## config.mk

```make
export PLATFORM = sky130hd
export DESIGN_NAME = uart_tx
export DESIGN_NICKNAME = d
export VERILOG_FILES = /design/src/rtl/uart_pkg.sv /design/src/rtl/uart_tx.sv
export SDC_FILE = /design/constraint.sdc
export NUM_CORES = 1
export LEC_CHECK = 0
export CELL_PAD_IN_SITES_DETAIL_PLACEMENT = 1
export CELL_PAD_IN_SITES_GLOBAL_PLACEMENT = 1
export CORE_ASPECT_RATIO = 0.75
export CORE_MARGIN = 10
export CORE_UTILIZATION = 43
export DETAILED_ROUTE_END_ITERATION = 12
export HOLD_SLACK_MARGIN = 0.06
export PLACE_DENSITY = 0.86
export SYNTH_ARGS = -nofsm -noshare
export SYNTH_HDL_FRONTEND = slang
export SYNTH_SLANG_ARGS = --single-unit
```

## constraint.sdc

```tcl
create_clock -name i_clock -period 2.15 [get_ports i_clock]
set_input_delay 0.43 -clock i_clock [delete_from_list [all_inputs] [get_ports i_clock]]
set_output_delay 0.43 -clock i_clock [all_outputs]
set_load 0.03 [all_outputs]
```

## src/rtl/uart_pkg.sv

```systemverilog
// uart_pkg: constants and state encoding shared by the UART transmitter, receiver and tick generator
//   NUM_TICKS : oversampling ticks per bit
//   state_t   : 3-bit FSM encoding IDLE=0, START=1, DATA=2, PARITY=3, STOP=4
package uart_pkg;
  localparam int NUM_TICKS = 16;
  typedef enum logic [2:0] {
    IDLE   = 3'd0,
    START  = 3'd1,
    DATA   = 3'd2,
    PARITY = 3'd3,
    STOP   = 3'd4
  } state_t;
endpackage

```

## src/rtl/uart_tx.sv

```systemverilog
// uart_tx: UART serial transmitter (start, DATA_BITS LSB first, optional parity, stop period) timed by a 16x tick
//   i_clock    : system clock, posedge
//   i_reset    : asynchronous active-low reset
//   i_tick     : 16x baud tick, one-cycle pulse
//   i_tx_start : send request, sampled only in IDLE
//   i_data     : frame payload, latched on acceptance
//   o_tx       : registered serial line, idles high
//   o_tx_busy  : high from acceptance until return to IDLE
//   o_tx_done  : one-cycle pulse when the stop period ends
//   UART_TX_PARITY_EN : when defined, adds a parity bit (even, or odd with PARITY_ODD=1)
module uart_tx
  import uart_pkg::*;
#(
  parameter int DATA_BITS  = 8,
  parameter int STOP_TICKS = 16
`ifdef UART_TX_PARITY_EN
  , parameter int PARITY_ODD = 0
`endif
) (
  input  logic                 i_clock,
  input  logic                 i_reset,
  input  logic                 i_tick,
  input  logic                 i_tx_start,
  input  logic [DATA_BITS-1:0] i_data,
  output logic                 o_tx,
  output logic                 o_tx_busy,
  output logic                 o_tx_done
);
  state_t               state;
  logic [4:0]           tick_cnt;
  logic [3:0]           bit_cnt;
  logic [DATA_BITS-1:0] shreg;
  logic                 bit_end;
  logic                 stop_end;
`ifdef UART_TX_PARITY_EN
  logic                 par;
`endif
  assign bit_end  = i_tick && tick_cnt == 5'(NUM_TICKS - 1);
  assign stop_end = i_tick && tick_cnt == 5'(STOP_TICKS - 1);
  // o_tx is loaded with the value of the bit being entered, so the line is registered with no extra latency
  always_ff @(posedge i_clock or negedge i_reset)
    if (!i_reset) begin
      state     <= IDLE;
      tick_cnt  <= '0;
      bit_cnt   <= '0;
      shreg     <= '0;
      o_tx      <= 1'b1;
      o_tx_busy <= 1'b0;
      o_tx_done <= 1'b0;
`ifdef UART_TX_PARITY_EN
      par       <= 1'b0;
`endif
    end else begin
      o_tx_done <= 1'b0;
      case (state)
        IDLE: if (i_tx_start) begin
          shreg     <= i_data;
`ifdef UART_TX_PARITY_EN
          // parity of the latched byte, captured before shifting destroys it
          par       <= ^i_data ^ 1'(PARITY_ODD);
`endif
          tick_cnt  <= '0;
          state     <= START;
          o_tx      <= 1'b0;
          o_tx_busy <= 1'b1;
        end
        START: if (bit_end) begin
          tick_cnt <= '0;
          bit_cnt  <= '0;
          state    <= DATA;
          o_tx     <= shreg[0];
        end else if (i_tick) tick_cnt <= tick_cnt + 5'd1;
        DATA: if (bit_end) begin
          tick_cnt <= '0;
          shreg    <= shreg >> 1;
          bit_cnt  <= bit_cnt + 4'd1;
          if (bit_cnt == 4'(DATA_BITS - 1)) begin
`ifdef UART_TX_PARITY_EN
            state <= PARITY;
            o_tx  <= par;
`else
            state <= STOP;
            o_tx  <= 1'b1;
`endif
          end else o_tx <= shreg[1];
        end else if (i_tick) tick_cnt <= tick_cnt + 5'd1;
`ifdef UART_TX_PARITY_EN
        PARITY: if (bit_end) begin
          tick_cnt <= '0;
          state    <= STOP;
          o_tx     <= 1'b1;
        end else if (i_tick) tick_cnt <= tick_cnt + 5'd1;
`endif
        STOP: if (stop_end) begin
          tick_cnt  <= '0;
          state     <= IDLE;
          o_tx_busy <= 1'b0;
          o_tx_done <= 1'b1;
        end else if (i_tick) tick_cnt <= tick_cnt + 5'd1;
        default: state <= IDLE;
      endcase
    end
endmodule

```

# --- Yosys cells after proc, flatten, opt, wreduce, memory -nomap -nowiden ---
# Index checks and enable logic that the tools add are counted.
totals:
  ram_bits: 0
  romBits: 0
  latchBits: 0
  mem_count: 0
  input_bits: 12
  register_bits: 23
op_classes:
  reduce_logical: 14
  magnitude_cmp: 0
  n_addsub: 2
  n_mux: 26
  bitwise_logic: 0
  div: 0
  multipliers: 0
  n_shift: 0
  n_eq_ne: 11
ops:
  columns: ["op", "n"]
  rows:
  - ["two-way mux 8 bit", 2]
  - ["one-hot mux 8 bit (2 select lines)", 1]
  - ["two-way mux 3 bit", 5]
  - ["two-way mux 5 bit", 3]
  - ["one-hot mux 3 bit (4 select lines)", 1]
  - ["AND reduction 3 bit", 4]
  - ["inequality test 2 bit, second input constant", 5]
  - ["one-hot mux 5 bit (2 select lines)", 1]
  - ["two-way mux 1 bit", 8]
  - ["two-way mux 4 bit", 2]
  - ["one-hot mux 4 bit (2 select lines)", 1]
  - ["nonzero test 2 bit", 4]
  - ["adder 5 x 1 -> 5 bit, second input constant", 1]
  - ["equality test 5 x 4 -> 1 bit, second input constant", 1]
  - ["AND reduction 5 bit", 1]
  - ["adder 4 x 1 -> 4 bit, second input constant", 1]
  - ["equality test 4 x 3 -> 1 bit, second input constant", 1]
  - ["AND reduction 4 bit", 1]
  - ["equality test 3 x 1 -> 1 bit, second input constant", 1]
  - ["equality test 3 x 2 -> 1 bit, second input constant", 1]
  - ["equality test 3 bit, second input constant", 1]
  - ["zero test 3 bit", 1]
  - ["inequality test 3 x 1 -> 1 bit, second input constant", 1]
  - ["one-hot mux 1 bit (3 select lines)", 1]
  - ["other kinds (4)", 4]

# --- Logic depth before layout (Yosys ltp) ---
logic_depth:
  ltp_word: 4
  depth_mapped: 7

# --- Worst setup path after synthesis ---
# Ideal clock, no wire load.
synth_path:
  path_type: "reg2reg"
  from: "register tick_cnt[0]"
  to: "register o_tx"
  synth_period_minus_slack_ns: 1.718
  required_ns: 2.068
  path_buffers: 2
  setup_time_ns: 0.082
  arrival_ns: 1.636
  path_stages_with_launch: 8
  path_slack_ns: 0.432
  cell_sequence: "dfrtp_1 -> ha_1 -> and3_1 -> buf_6 -> and2_4 -> buf_6 -> a31oi_1 -> mux2_2"
synth_via:
  elab_chain_cells: 4
  elab_cells_between_ends: 5
  cone_classes: "3 x eq/ne; 2 x reduce/logical"
synth_rtl:
  columns: ["element", "line", "rtl"]
  rows:
  - ["start: declaration", "uart_tx.sv:30", "logic [4:0] tick_cnt;"]
  - ["start signal: assignment", "uart_tx.sv:72", "end else if (i_tick) tick_cnt <= tick_cnt + 5'd1;"]
  - ["start signal: assignment", "uart_tx.sv:86", "end else if (i_tick) tick_cnt <= tick_cnt + 5'd1;"]
  - ["start signal: assignment", "uart_tx.sv:99", "end else if (i_tick) tick_cnt <= tick_cnt + 5'd1;"]
  - ["equality test 5 x 4 -> 1 bit *", "uart_tx.sv:38", "assign bit_end = i_tick && tick_cnt == 5'(NUM_TICKS - 1);"]
  - ["logical AND 1 bit *", "uart_tx.sv:38", null]
  - ["inequality test 2 bit (no source line)", null, null]
  - ["AND reduction 4 bit (no source line) *", null, null]
  - ["end signal: assignment", "uart_tx.sv:71", "o_tx <= shreg[0];"]
  - ["end signal: assignment", "uart_tx.sv:85", "end else o_tx <= shreg[1];"]
  - ["end: declaration", "uart_tx.sv:25", "output logic o_tx,"]
# Mark *: on every way between the ends. The rest lies on a longest branch, timed or not.
# A chain may end at the register's enable or synchronous reset.

# --- Final worst setup path ---
layout_path:
  from: "register tick_cnt[0]"
  to: "register shreg[6]"
layout_via:
  elab_chain_cells: 4
layout_rtl:
  columns: ["element", "line", "rtl"]
  rows:
  - ["equality test 5 x 4 -> 1 bit", "uart_tx.sv:38", null]
  - ["logical AND 1 bit", "uart_tx.sv:38", null]
  - ["inequality test 2 bit (no source line)", null, null]
  - ["AND reduction 3 bit (no source line)", null, null]
  - ["end signal: assignment", "uart_tx.sv:57", "shreg <= i_data;"]
  - ["end signal: assignment", "uart_tx.sv:75", "shreg <= shreg >> 1;"]
  - ["end: declaration", "uart_tx.sv:32", "logic [DATA_BITS-1:0] shreg;"]
# Every way passes these cells.

==> impl_metrics.json <==
{
  "status": "finished, final reports clean",
  "detail-route-antenna-nets": 0,
  "min_period_ns": 1.942,
  "synth-compound-area-share_pct": 15.63,
  "drv_slew": 0,
  "numCtsBuffers": 3,
  "synth.most_common_cell": "dfrtp_1",
  "setup_tns_ns": 0,
  "synth_top_area_share_pct": 41.43,
  "vias": 1015,
  "hp-start": "tick_cnt[4]$_DFFE_PN0P_",
  "timing.rr.end": "shreg[6]$_DFFE_PN0P_",
  "nNetsFinal": 156,
  "async_flop_share_pct": 100.0,
  "synth.ff_latch_count": 23,
  "portBuffers": 14,
  "synthSimpleGateAreaFrac_pct": 16.85,
  "synthFlopType": "dfrtp_1",
  "place_inst": 175,
  "yosys_warnings": 0,
  "rsz0062_at_grt": "no",
  "synthXorXnorAreaFrac_pct": 0.6591,
  "synthTopCellsByArea": "dfrtp_1, mux2_2, buf_6",
  "worst_hold_slack_ns": 0.4845,
  "max-slew-margin-rel_pct": 64.34,
  "synth_cells": 129,
  "syn_area_sq_um": 1329,
  "avgSynthCellArea_sq_um": 10.30,
  "r2r_cells": 5,
  "synthTopCellsByCount": "dfrtp_1, mux2_2, nand2_1, nor2_1",
  "drt_pass1_iterations": 4,
  "groute.usage.overall_pct": 11.62,
  "synthesis.nets": 143,
  "clkSinkCount": 23,
  "grt_remaining_overflow": 0,
  "hold_path_depth": 1,
  "hold_path_class": "flip-flop to flip-flop",
  "period_share_pct": 90.32,
  "r2r-start": "tick_cnt[0]$_DFFE_PN0P_",
  "post_cts_buffers": 0,
  "finClkSkew_ns": 0.003007,
  "gp_congestion": 0.7810,
  "leakagePower_uw": 0.0006412,
  "path_max_fanout": 7,
  "synth_area_leader_cell": "dfrtp_1",
  "dpl.hpwl_microns": 2332,
  "clock-root-buffer": "clkbuf_8",
  "synth_fa_ha_area_share_pct": 1.883,
  "coreArea_sq_um": 2957,
  "clk_latency_ns": 0.27,
  "num_io_pins": 15,
  "n_antenna_cell": 0,
  "max_cap_viol_count": 0,
  "antenna_found_initial": 0,
  "die_w_microns": 84.19,
  "synth_edf_count": 0,
  "crit_required_ns": 2.31,
  "start_kind": "flip-flop",
  "area_growth_pct": 13.18,
  "synth_top_family_by_area": "simple AND/OR/NAND/NOR gates",
  "vias_per_cell": 5.670,
  "ctsResizeCount": 0,
  "cts_buffer_depth": 2,
  "fmax_mhz": 515.0,
  "grt_pass1_wl_microns": 5375,
  "drive_above_1_share_pct": 19.15,
  "layout_setup_ws_ns": 0.2082,
  "start_util_pct": 44.94,
  "layout.cells.non_filler": 179,
  "path_clk_slew_ns": 0.08,
  "num_rows": 17,
  "drt_iter0_markers": 85,
  "dp_slack_ns": -0.01983,
  "r2r_slack_ns": 0.21,
  "setup_violations": 0,
  "holdBufCountCts": 0,
  "die_h_microns": 68.14,
  "synthMuxAreaShare_pct": 14.31,
  "power_density_nw_per_um2": 1068,
  "grt_pass1_vias": 1137,
  "die_area_sq_um": 5737,
  "wl_microns": 3131,
  "cts_tree": "built",
  "yosysSeqAreaShare_pct": 43.41,
  "worst_pin_slew_ns": 0.5348,
  "ys_types": 40,
  "peakVddDrop_v": 0.0004603,
  "arrival_ns": 2.10,
  "wire_per_inst_microns": 17.49,
  "total_power_uw": 1607,
  "drc": 0,
  "grt_max_degree": 24,
  "cts_max_level": 1,
  "crit_type": "flip-flop to flip-flop",
  "hold_viol": 0,
  "end_kind": "flip-flop",
  "whs_endpoint": "tick_cnt[4]$_DFFE_PN0P_"
}
[registers in the layout, summed over array words and instances (netlist names)]
| register | count |
|---|---|
| o_tx | 1 |
| o_tx_done | 1 |
| bit_cnt | 4 |
| state | 3 |
| shreg | 8 |
| tick_cnt | 5 |
| o_tx_busy | 1 |
[placed cells by master, fill, tap and decap left out, drive strengths merged, types with 3 or more instances in the layout]
cell | Yosys | routed
dfrtp | 22 | 22
mux2 | 16 | 16
clkdlybuf4s50 | 0 | 14
nor2 | 10 | 10
nand2 | 9 | 9
a31oi | 6 | 6
nand3 | 6 | 6
a21oi | 5 | 5
o21ai | 5 | 5
and3 | 3 | 3
inv | 3 | 3
nand2b | 3 | 3
a22o | 3 | 3
clkbuf | 0 | 3
buf | 9 | 3
[cell type report]
class	instances	area (sq um)
fillers	331	1453
multi-input cells	93	655.6
flip-flops and latches	23	576.8
repair buffers	17	162.7
well taps	38	47.55
clock buffers	3	41.29
inverters	4	15.01
clock inverters	1	5.005
[stage by stage]
step	utilization (%)	instance area, sq um
floorplan	-	1329
global placement	49.30	1458
detailed placement	49.30	1458
CTS	50.87	1504
global route	50.87	1504
finish	50.87	1504
[worst max-delay path, stage by stage (launching register included)]
cell and delay, ns:
dfrtp_1 0.41, ha_1 0.24, and3_1 0.27, a31oi_1 0.19
nand2b_1 0.33, mux2_2 0.38
[worst max-delay path by stage]
stage | from | end | slack, ns | depth (start not counted)
2_1_floorplan | tick_cnt[0]$_DFFE_PN0P_ | o_tx$_DFFE_PN1P_ | 0.43 | 7
3_3_place_gp | i_tick | shreg[2]$_DFFE_PN0P_ | 0.08 | 5
3_5_place_dp | i_tick | shreg[6]$_DFFE_PN0P_ | -0.02 | 5
4_1_cts | tick_cnt[0]$_DFFE_PN0P_ | shreg[6]$_DFFE_PN0P_ | 0.19 | 5
5_1_grt | tick_cnt[0]$_DFFE_PN0P_ | shreg[6]$_DFFE_PN0P_ | 0.12 | 5
6_report | tick_cnt[0]$_DFFE_PN0P_ | shreg[6]$_DFFE_PN0P_ | 0.21 | 5
[power by group]
part / leakage, uW / total, uW / switching [uW] / internal [uW]
sequential: 0.000266 / 755 / 160 / 595
combinational: 0.000350 / 583 / 282 / 300
clock: 0.0000255 / 269 / 140 / 130
[kinds of logic (layout without fill, tap and decap cells)]
kind of cell,Yosys count,count (layout)
flops,23,23
simple gates,43,43
mux,17,17
buf+inv,13,25
xor+xnor,1,1
fa+ha+maj,2,2
compound gates,30,30
[per-layer routing]
metal	vias to the layer above	part of all wire [%]	GRT usage [%]
met2	17	48	20.27
met3	7	4.7	4.270
met4	0	1.8	5.417
li1	491	-	-
met5	-	0	0
met1	500	45	12.63
(Power assumes the default switching activity.)
